$ cat config.mk
export PLATFORM = sky130hd
export DESIGN_NAME = plab5_mcore_mem_guard_queue
export DESIGN_NICKNAME = d
export VERILOG_FILES = /design/src/rtl/plab5_mcore_mem_guard_queue.sv
export SDC_FILE = /design/constraint.sdc
export NUM_CORES = 1
export LEC_CHECK = 0
export CAP_MARGIN = 15
export CORE_ASPECT_RATIO = 0.6
export CORE_UTILIZATION = 50
export DETAILED_ROUTE_END_ITERATION = 8
export GPL_TIMING_DRIVEN = 0
export PLACE_DENSITY = 0.8
export SETUP_SLACK_MARGIN = 0.15
export SLEW_MARGIN = 20
export SYNTH_ARGS = -nofsm -noshare
export SYNTH_HDL_FRONTEND = slang
export SYNTH_SLANG_ARGS = --single-unit
$ cat constraint.sdc
create_clock -name clk -period 6.75 [get_ports clk]
set_input_delay 1.35 -clock clk [delete_from_list [all_inputs] [get_ports clk]]
set_output_delay 1.35 -clock clk [all_outputs]
set_load 0.02 [all_outputs]
$ cat src/rtl/plab5_mcore_mem_guard_queue.sv
// Domain-tagged request queue guarding one memory slice: permitted requests go to memory, denied ones are answered locally.
// Optional deny statistics counter enabled by defining PLAB5_MCORE_MEM_GUARD_STATS_EN.
module plab5_mcore_mem_guard_queue #(
  parameter int  p_opaque_nbits = 8,
  parameter int  p_addr_nbits   = 32,
  parameter int  p_data_nbits   = 128,
  parameter int  p_num_entries  = 4,
  localparam int CREQ = 3 + p_opaque_nbits + p_addr_nbits + 4,
  localparam int CRSP = 3 + p_opaque_nbits + 4
) (
  input  logic                    clk,
  input  logic                    reset,
  input  logic                    mem_sec_level,
  input  logic                    net_req_val,
  output logic                    net_req_rdy,
  input  logic [CREQ-1:0]         net_req_control,
  input  logic [p_data_nbits-1:0] net_req_data,
  input  logic                    net_req_domain,
  output logic                    mem_req_val,
  input  logic                    mem_req_rdy,
  output logic [CREQ-1:0]         mem_req_control,
  output logic [p_data_nbits-1:0] mem_req_data,
  input  logic                    mem_resp_val,
  output logic                    mem_resp_rdy,
  input  logic [CRSP-1:0]         mem_resp_control,
  input  logic [p_data_nbits-1:0] mem_resp_data,
  output logic                    net_resp_val,
  input  logic                    net_resp_rdy,
  output logic [CRSP-1:0]         net_resp_control,
  output logic [p_data_nbits-1:0] net_resp_data,
  output logic                    net_resp_domain,
  output logic [15:0]             deny_count
);

  localparam int PW = (p_num_entries > 1) ? $clog2(p_num_entries) : 1;
  localparam int CW = PW + 1;
  localparam logic [PW-1:0] LAST_PTR = PW'(p_num_entries - 1);
  localparam logic [CW-1:0] FULL_CNT = CW'(p_num_entries);

  typedef enum logic {S_PASS, S_DENY} state_t;
  state_t state_q, state_d;

  logic [CREQ-1:0]         ctrl_mem_q [p_num_entries];
  logic [p_data_nbits-1:0] data_mem_q [p_num_entries];
  logic [p_num_entries-1:0] dom_mem_q;
  logic [p_num_entries-1:0] tag_mem_q;

  logic [PW-1:0] wr_ptr_q, wr_ptr_d, rd_ptr_q, rd_ptr_d;
  logic [CW-1:0] cnt_q, cnt_d;
  logic [PW-1:0] tag_wr_q, tag_wr_d, tag_rd_q, tag_rd_d;
  logic [CW-1:0] tag_cnt_q, tag_cnt_d;

  logic            q_empty, q_full, tag_empty, tag_full;
  logic            enq, deq, deq_deny, tag_push, tag_pop;
  logic [CREQ-1:0] head_ctrl;
  logic [2:0]      head_type;
  logic            head_dom, head_permit;

  function automatic logic [PW-1:0] wrap_inc(input logic [PW-1:0] p);
    return (p == LAST_PTR) ? '0 : p + 1'b1;
  endfunction

  assign q_empty   = (cnt_q == '0);
  assign q_full    = (cnt_q == FULL_CNT);
  assign tag_empty = (tag_cnt_q == '0);
  assign tag_full  = (tag_cnt_q == FULL_CNT);

  assign head_ctrl = ctrl_mem_q[rd_ptr_q];
  assign head_type = head_ctrl[CREQ-1 -: 3];
  assign head_dom  = dom_mem_q[rd_ptr_q];
  // Reads may not look up past the slice level; writes may not push data down into it.
  assign head_permit = (head_type == 3'd0) ? (head_dom >= mem_sec_level)
                                           : (head_dom <= mem_sec_level);

  assign net_req_rdy     = reset & ~q_full;
  assign enq             = net_req_val & net_req_rdy;
  assign mem_req_val     = (state_q == S_PASS) & ~q_empty & head_permit & ~tag_full;
  assign mem_req_control = head_ctrl;
  assign mem_req_data    = data_mem_q[rd_ptr_q];
  assign tag_push        = mem_req_val & mem_req_rdy;
  assign deq             = tag_push | deq_deny;

  always_comb begin
    state_d          = state_q;
    net_resp_val     = 1'b0;
    mem_resp_rdy     = 1'b0;
    net_resp_control = mem_resp_control;
    net_resp_data    = mem_resp_data;
    net_resp_domain  = tag_mem_q[tag_rd_q];
    tag_pop          = 1'b0;
    deq_deny         = 1'b0;
    if (state_q == S_DENY) begin
      net_resp_val     = 1'b1;
      net_resp_control = {head_type, head_ctrl[CREQ-4 -: p_opaque_nbits], 4'd0};
      net_resp_data    = '0;
      net_resp_domain  = head_dom;
      if (net_resp_rdy) begin
        deq_deny = 1'b1;
        state_d  = S_PASS;
      end
    end else begin
      // With no tag outstanding a memory response has no owner and is swallowed.
      if (tag_empty) begin
        mem_resp_rdy = reset;
      end else begin
        net_resp_val = mem_resp_val;
        mem_resp_rdy = net_resp_rdy;
        tag_pop      = mem_resp_val & net_resp_rdy;
      end
      if (~q_empty & ~head_permit & tag_empty) state_d = S_DENY;
    end
  end

  always_comb begin
    wr_ptr_d  = enq      ? wrap_inc(wr_ptr_q) : wr_ptr_q;
    rd_ptr_d  = deq      ? wrap_inc(rd_ptr_q) : rd_ptr_q;
    tag_wr_d  = tag_push ? wrap_inc(tag_wr_q) : tag_wr_q;
    tag_rd_d  = tag_pop  ? wrap_inc(tag_rd_q) : tag_rd_q;
    cnt_d     = cnt_q;
    tag_cnt_d = tag_cnt_q;
    if (enq & ~deq)           cnt_d = cnt_q + 1'b1;
    else if (~enq & deq)      cnt_d = cnt_q - 1'b1;
    if (tag_push & ~tag_pop)  tag_cnt_d = tag_cnt_q + 1'b1;
    else if (~tag_push & tag_pop) tag_cnt_d = tag_cnt_q - 1'b1;
  end

  always_ff @(posedge clk or negedge reset) begin
    if (!reset) begin
      state_q   <= S_PASS;
      wr_ptr_q  <= '0;
      rd_ptr_q  <= '0;
      cnt_q     <= '0;
      tag_wr_q  <= '0;
      tag_rd_q  <= '0;
      tag_cnt_q <= '0;
    end else begin
      state_q   <= state_d;
      wr_ptr_q  <= wr_ptr_d;
      rd_ptr_q  <= rd_ptr_d;
      cnt_q     <= cnt_d;
      tag_wr_q  <= tag_wr_d;
      tag_rd_q  <= tag_rd_d;
      tag_cnt_q <= tag_cnt_d;
    end
  end

  // Payload storage carries no reset; occupancy counters decide what is valid.
  always_ff @(posedge clk) begin
    if (enq) begin
      ctrl_mem_q[wr_ptr_q] <= net_req_control;
      data_mem_q[wr_ptr_q] <= net_req_data;
      dom_mem_q[wr_ptr_q]  <= net_req_domain;
    end
    if (tag_push) tag_mem_q[tag_wr_q] <= head_dom;
  end

`ifdef PLAB5_MCORE_MEM_GUARD_STATS_EN
  logic [15:0] deny_count_q, deny_count_d;

  always_comb begin
    deny_count_d = deny_count_q;
    if (deq_deny && (deny_count_q != 16'hFFFF)) deny_count_d = deny_count_q + 16'd1;
  end

  always_ff @(posedge clk or negedge reset) begin
    if (!reset) deny_count_q <= 16'd0;
    else        deny_count_q <= deny_count_d;
  end

  assign deny_count = deny_count_q;
`else
  assign deny_count = 16'd0;
`endif

endmodule
-- Word-level counts from Yosys, hierarchy flattened
Memories as Yosys holds them, arrays and structs flattened.
Index checks and enable logic that the tools add are counted.
Widths: inputs -> output; s select.
- add/sub/neg operators: 8
- bitwise operators: 23
- eq/ne operators: 6
- order comparisons: 8
- divide/modulo/power cells: 0
- shift-type cells: 0
- reductions and logical operators: 7
- multipliers: 0
- multiplexer cells: 35
- operators with widths (cell ; count):
    $mux 128 ; 1
    $mux 1 ; 19
    $mux 15 ; 1
    $and 1x1->1 ; 13
    $lt 2x3->1 const B ; 4
    $mux 3 ; 4
    $logic_not 3->1 ; 3
    $not 1->1 ; 9
    $add 2x1->2 const B ; 4
    $bwmux 4 ; 2
    $eq 2x2->1 const B ; 4
    $mux 2 ; 4
    $add 3x1->3 const B ; 2
    $eq 3x3->1 const B ; 2
    $sub 3x1->3 const B ; 2
    $bmux 1 s2 ; 2
    $demux 1 s2 ; 2
    $ge 2x1->1 const B ; 2
    $reduce_bool 2->1 ; 2
    $logic_and 1x1->1 ; 2
    $ge 1x1->1 ; 1
    $le 1x1->1 ; 1
    $or 1x1->1 ; 1
- register bits after elaboration: 23
- memories: 2
- output and inout bits: 339
- bits of input ports: 326
- RAM bits: 700
- latch bits: 0
- ROM bits: 0
- memories (memory ; depth ; bits a word ; rd ports ; clocked after Yosys merged registers in ; write ports ; RTL line ; RTL):
    data_mem_q ; 4 ; 128 ; 1 ; 0 ; 1 ; 44 ; logic [p_data_nbits-1:0] data_mem_q [p_num_entries];
    ctrl_mem_q ; 4 ; 47 ; 1 ; 0 ; 1 ; 43 ; logic [CREQ-1:0] ctrl_mem_q [p_num_entries];

-- Longest topological paths before layout
Gate-level depths: netlist of run 1.
- depth after elaboration: 11
- depth in mapped cells: 10
- mapped depth without buffers: 10

-- Least setup slack after synthesis of run 1
Ideal clock, no wire load.
- path type: input -> register
- start point: in reset
- end point: mem ctrl_mem_q[0][0] (netlist name) (enable)
- stages: 2
- library setup time: 559 ps
- slack: -65 ps
- required time: 6191 ps
- arrival time: 6256 ps
- path through: a21boi_0 -> and3_1
- word-level cells in the longest chain between the ends: 4
- RTL lines (element ; RTL line ; RTL):
    start: declaration ; 12 ; input logic reset,
    $and 1x1->1 ; 75 ; assign net_req_rdy = reset & ~q_full;
    $and 1x1->1 ; 76 ; assign enq = net_req_val & net_req_rdy;
    $mux 1 ; 149 ; if (enq) begin
    $mux 1 (not written as such) ; 150 ; ctrl_mem_q[wr_ptr_q] <= net_req_control;
    end: declaration ; 43 ;
No other way between the ends.

-- Worst setup path after layout of run 1
- start point: reg rd_ptr_q[1]
- end point: out mem_req_control[7]
- word-level cells in the longest chain between the ends: 1
- RTL lines (element ; RTL line ; RTL):
    start: declaration ; 48 ; logic [PW-1:0] wr_ptr_q, wr_ptr_d, rd_ptr_q, rd_ptr_d;
    start signal: assignment ; 139 ; rd_ptr_q <= rd_ptr_d;
    $mem_v2 4x47 ; n/a ;
    end: declaration ; 21 ; output logic [CREQ-1:0] mem_req_control,
No other way between the ends.

==> reports/metrics.yaml, run 1 <==
tightest_slew_ps: 985
cts.htree.levels: 2
relSlewSlack_pct: 34.3
synthCells: 1199
whs_endpoint: "tag_cnt_q[2]$_DFFE_PN0P_"
first_iter_violations: 1267
multi_input_area_um2: 5650
ys_warn_count: 0
grt_pass1_vias: 15300
leakagePower_nw: 12.4
cts_buffer_depth: 3
cts.sinks: 723
grt_use_met2_pct: 47.5
critPathKind: "flip-flop to primary output"
insertion_delay_ps: 610
ys_ff_latch: 723
io_pins: 665
fin_crit_sh_pct: 85.1
cts_resized: 0
r2r-end: "tag_cnt_q[2]$_DFFE_PN0P_"
min_from: "tag_cnt_q[2]$_DFFE_PN0P_"
busiest_layer: "met2"
outcome: "finished, final reports clean"
routed_wl_um: 83200
cts_tree: "built"
fmax_mhz: 174
synthArstFlopShare_pct: 2.07
critPathMaxFanout: 11
dieArea_um2: 56200
final_cell_count_no_fill: 2717
use_met1_pct: 32.9
cts_setup_buffers: 0
ys.flop_type: "edfxtp_1"
setup_violations: 0
areaGrowthSynthToFinish_pct: 36.2
end_kind: "primary output"
n_fill_cell: 3296
num_vias: 15300
maxCapViolations: 0
drc: 0
fin_worst_skew_ps: 23.5
setup.worst_path.start_class: "flip-flop"
grtUsageMet3_pct: 10.3
initial_core_util_pct: 50.8
avgViaCountPerCell: 5.63
required_ps: 5400
rows: 66
vdd_ir_drop_max_uv: 331
r2r_cells: 10
dpl.hpwl_um: 61200
wire_per_inst_um: 30.6
root_buffer: "clkbuf_16"
final_cell_mix: "708 x edfxtp_1, 648 x clkdlybuf4s50_1, 177 x mux4_2, 132 x nor2b_1, 61 x clkbuf_16"
synth_cell_types: 38
grt_usage_pct: 29.2
ys_seq_area_share_pct: 78.4
reg2reg_from: "rd_ptr_q[0]$_DFFE_PN0P_"
die_h_um: 184
r2r_slack_ps: 3610
fin_nets: 2280
dr.pass1.iters: 5
place_inst: 2592
io_buffers: 648
grt_max_degree: 49
clkTransAtPathRegs_ps: 70
core_area_um2: 54300
syn_area_um2: 27600
syn_area_per_cell_um2: 23.0
min_path_cells: 1
setup_tns_ps: 0
place.gp.congestion: 0.959
holdWs_ps: 488
min_path_type: "flip-flop to flip-flop"
min_period_ps: 5740
drive_gt1_share_pct: 16.9
fp.dieW_um: 305
drv_slew: 0
cts_hold_buf: 0
powerDensity_nw_per_um2: 414
grt_first_pass_wirelength_um: 113000
final_common_cell: "edfxtp_1"
antenna_found_initial: 17
overflow: 0
hold_viol: 0
ant_nets: 0
rsz0062_at_grt: "false"
synth_edf_count: 708
cts-buffers-inserted: 60
cp.arrival_ps: 4390
regArea_um2: 21600
==> logic make-up after synthesis <==
kind of cell | share of synthesized area, %
other | 0.0136
adder cells (fa/ha/maj) | 0.689
AND/OR/NAND/NOR | 3.64
flip-flops | 78.4
AO/OA/AOI/OAI | 0.308
XOR/XNOR | 0.190
buffers and inverters | 1.40
multiplexers | 15.4
==> stage by stage <==
stage	cell area, µm²	setup slack, ps	utilization [%]	total power [mW]
after floorplan	27700	1950	-	9.00
after global routing	37500	811	69.1	16.0
after CTS	37500	922	69.1	15.7
final	37600	1010	69.1	15.6
after global placement	35000	-526	64.5	11.8
after detailed placement	35500	1540	65.3	12.0
==> worst max-delay path by stage <==
stage / start / endpoint / slack, ps / cells past startpoint
global placement: reset / data_mem_q[2][96]$_DFFE_PP_ / -530 / 3
finish: rd_ptr_q[1]$_DFFE_PN0P_ / mem_req_control[7] / 1010 / 6
detailed placement: reset / net_req_rdy / 1540 / 3
CTS: rd_ptr_q[1]$_DFFE_PN0P_ / mem_req_control[7] / 920 / 6
global route: rd_ptr_q[1]$_DFFE_PN0P_ / mem_req_control[13] / 810 / 6
floorplan: reset / ctrl_mem_q[0][0]$_DFFE_PP_ / 1950 / 2
==> sequential cells by signal (all words and copies together), names as in the netlist, 3 cells and up <==
name        flops
data_mem_q    512
ctrl_mem_q    188
dom_mem_q       4
tag_mem_q       4
cnt_q           3
tag_cnt_q       3
==> metal layers <==
| metal | vias to the layer above | routed length, µm | part of all wire (%) |
|---|---|---|---|
| met3 | 196 | 8510 | 10 |
| met2 | 817 | 40400 | 49 |
| met4 | 14 | 6610 | 7.9 |
| met5 | - | 83 | 0.10 |
| li1 | 6420 | - | - |
| met1 | 7839 | 27600 | 33 |
==> synth_stat cells (2+ instances only) <==
cell	n	area [µm²]
and3_1	4	25.0
dfrtp_1	15	375
mux4_2	177	3990
inv_1	9	33.8
fa_1	2	40.0
nand2_1	6	22.5
nor3b_1	2	15.0
ha_1	12	150
and2_1	5	31.3
buf_1	10	37.5
nor2b_1	132	826
edfxtp_1	708	21300
xor2_1	4	35.0
nor2_1	8	30.0
mux2_2	19	214
buf_4	16	120
nor3_1	2	10.0
mux2_4	2	30.0
nor4_1	2	12.5
xnor2_1	2	17.5
clkbuf_1	38	143
buf_2	8	40.0
==> critical path: stages, from the launching register on <==
cell and delay [ps]:
dfrtp_1 370, clkbuf_1 310, clkbuf_1 630, clkbuf_1 800, clkbuf_1 630, mux4_2 450, clkdlybuf4s50_1 580
==> final cells by class <==
type | instances | share of cell area (%)
Tap cell | 714 | 2.38
Multi-Input combinational cell | 409 | 15.0
Inverter | 9 | 0.0899
Antenna cell | 15 | 0.0999
Sequential cell | 723 | 57.6
Clock buffer | 74 | 4.22
Buffer | 73 | 0.936
Timing Repair Buffer | 664 | 18.4
Clock inverter | 36 | 1.30
==> report_power, final <==
part | leakage [nW] | internal, mW | switching [mW]
Combinational | 4.76 | 2.85 | 3.42
Sequential | 6.60 | 5.47 | 0.144
Clock | 1.02 | 2.10 | 1.57
Total | 12.4 | 10.4 | 5.14
No activity file was read; power rests on OpenSTA's default activity.
==> inputs of run 2 (changes only) <==
PLACE_DENSITY = default   (was 0.8)
PLACE_DENSITY_LB_ADDON = 0.08   (was default)
==> run 2 against run 1 <==
Compared with the run above: critical path depth did not move; clock power shrank 4%; non-clock buffer count stayed put; combinational power shrank 2%; first-iteration DRC count shrank 8.1%; worst hold slack got worse by 8.6 ps; count of clock-buffer cells in the layout up 12; worst setup slack improved by 160 ps; global-route usage shrank 1.3 points; final cell count fell by 0.29%; sequential power hardly changed; sequential share of layout area grew 0.16 points.
==> reports/metrics.yaml, run 2 (synthesis results as in run 1) <==
outcome: "finished, final reports clean"
setup.worst_path.start_class: "flip-flop"
whs_endpoint: "tag_cnt_q[2]$_DFFE_PN0P_"
io_pins: 665  # unchanged
dieArea_um2: 56200  # unchanged
crit_path_frequent_cell: "clkbuf_1"
critPathKind: "flip-flop to primary output"
io_buffers: 648  # unchanged
largest_register_ffs: 512  # unchanged
power_frac_comb_pct: 40.2  # about the same
rows: 66  # unchanged
r2r_slack_ps: 3700  # +90 ps
setup_tns_ps: 0  # unchanged
drv_slew: 0  # unchanged
fmax_mhz: 179  # +2.8%
cp_slowest_stage_delay_ps: 740  # -60 ps
final_common_cell: "edfxtp_1"
crit_path_top_delay_cell: "clkbuf_1"
place.gp.congestion: 0.958  # about the same
wire_per_inst_um: 29.0  # -5.3%
root_buffer: "clkbuf_16"
drive_gt1_share_pct: 16.6  # -0.23 points
antenna_found_initial: 4  # -13
reg2reg_from: "rd_ptr_q[0]$_DFFE_PN0P_"
grt_max_degree: 48  # -2.0%
post_dp_cell_area_um2: 35500  # about the same
initial_core_util_pct: 50.8  # unchanged
num_vias: 14900  # -2.4%
cts_resized: 0  # unchanged
core_area_um2: 54300  # unchanged
areaGrowthSynthToFinish_pct: 35.8
p_switching_mw: 4.99  # -2.9%
leakagePower_nw: 12.3  # -0.47%
min_from: "tag_cnt_q[2]$_DFFE_PN0P_"
r2r_cells: 10  # unchanged
overflow: 0  # unchanged
p_sw_share_pct: 32.7  # -0.34 points
grt_pass1_vias: 15200  # -0.21%
critPathMaxFanout: 10  # -1
end_kind: "primary output"
hold_viol: 0  # unchanged
fp.dieW_um: 305  # unchanged
dp_slack_ps: 1420  # -113 ps
cts-buffers-inserted: 66  # +10%
min_path_type: "flip-flop to flip-flop"
tightest_slew_ps: 969  # -15.4 ps
cts_tree: "built"
grt_usage_pct: 27.9  # -1.3 points
pwr-share-clk_pct: 23.1  # -0.5 points
largest_register: "data_mem_q"
cts_setup_buffers: 0  # unchanged
insertion_delay_ps: 590  # -20 ps
vdd_ir_drop_max_uv: 321  # -3.1%
dpl.hpwl_um: 57600  # -6.0%
fin_area_um2: 37500  # -0.27%
top_regs: "data_mem_q: 512 flops, ctrl_mem_q: 188 flops"
power.internal_mw: 10.3  # -1.4%
cts.sinks: 723  # unchanged
cts.htree.levels: 3  # +1
setup_violations: 0  # unchanged
holdWs_ps: 480  # -8.64 ps
pwr-share-seq_pct: 36.7  # +0.6 points
cp.arrival_ps: 4240  # -150 ps
n_fill_cell: 3522  # +6.9%
ant_nets: 0  # unchanged
fin_nets: 2286  # +0.26%
rsz0062_at_grt: "false"
min_path_cells: 1  # unchanged
routed_wl_um: 78500  # -5.6%
drc: 0  # unchanged
die_h_um: 184  # unchanged
dr.pass1.iters: 4  # -1
grt_first_pass_wirelength_um: 109000  # -2.9%
cts_hold_buf: 0  # unchanged
final_cell_mix: "708 x edfxtp_1, 648 x clkdlybuf4s50_1, 177 x mux4_2, 132 x nor2b_1, 66 x clkbuf_16"
relSlewSlack_pct: 35.4  # +1.0 points
maxCapViolations: 0  # unchanged
required_ps: 5400  # about the same
fin_crit_sh_pct: 82.8  # -2.3 points
avgViaCountPerCell: 5.51  # -2.1%
cts_buffer_depth: 3  # unchanged
fin_worst_skew_ps: 26.1  # +2.60 ps
clkTransAtPathRegs_ps: 60  # about the same
min_period_ps: 5590  # -155 ps
first_iter_violations: 1165  # -8.1%
crit_chain: "clkbuf_1 > clkbuf_1 > clkbuf_1 > clkbuf_1 > mux4_2 > clkdlybuf4s50_1"
setup_ws_ps: 1160  # +155 ps
r2r-end: "tag_cnt_q[2]$_DFFE_PN0P_"
powerDensity_nw_per_um2: 407  # -1.7%
run 2: cell types whose count changed in the layout (fill, tap and decap cells not counted), sizes merged:
cell,before,now
bufinv,11,3
clkbuf,112,124
clkinv,21,18
clkinvlp,0,3
diode,15,4
inv,13,12
run 2: through the flow:
stage	cells	total power, mW	utilization, %
6_report	2709	15.3	69.0
4_1_cts	2705	15.4	68.9
5_1_grt	2709	15.8	69.0
3_3_place_gp	2576	11.8	64.5
3_5_place_dp	2592	11.9	65.3
2_1_floorplan	1214	9.00	-
run 2: routing by layer:
metal  part of all wire [%]  vias to the layer above  track usage, %
met4                    3.5                        0            9.93
met3                    6.3                      133            6.57
met5                      0                        -               0
li1                       -                     6407               -
met2                     54                      526            49.8
met1                     37                     7856            33.2
run 2: worst max-delay path by stage:
stage	slack, ps	depth (start not counted)	to	from
2_1_floorplan	1950	2	ctrl_mem_q[0][0]$_DFFE_PP_	reset
4_1_cts	1040	6	mem_req_data[111]	rd_ptr_q[1]$_DFFE_PN0P_
5_1_grt	850	6	mem_req_data[111]	rd_ptr_q[1]$_DFFE_PN0P_
6_report	1160	6	mem_req_data[53]	rd_ptr_q[1]$_DFFE_PN0P_
3_3_place_gp	-610	3	ctrl_mem_q[0][22]$_DFFE_PP_	reset
3_5_place_dp	1420	3	net_req_rdy	reset
run 2: power groups by stage:
| stage | clock network, mW | registers, mW | logic (mW) |
|---|---|---|---|
| 3_5_place_dp | 0 | 5.70 | 6.18 |
| 3_3_place_gp | 0 | 5.75 | 6.07 |
| 4_1_cts | 3.59 | 5.61 | 6.22 |
| 2_1_floorplan | 0 | 5.70 | 3.30 |
| 5_1_grt | 3.75 | 5.64 | 6.41 |
| 6_report | 3.52 | 5.60 | 6.14 |
run 2: worst max-delay path, delay by kind of cell (launching register included):
family	cells	cell delay [ps]
buf+inv	5	2870
flops	1	350
mux	1	420
run 2: area by class of cell:
cell class                 instances  area, µm²  share of cell area, %
antenna                            4       10.0                 0.0267
timing repair buffer             664       6890                   18.4
tap                              714        893                   2.38
sequential                       723      21600                   57.7
inverter                           9       33.8                 0.0902
clock inverter                    27        249                  0.664
buffer                            73        352                  0.938
multi-input combinational        409       5650                   15.1
clock buffer                      86       1760                   4.69
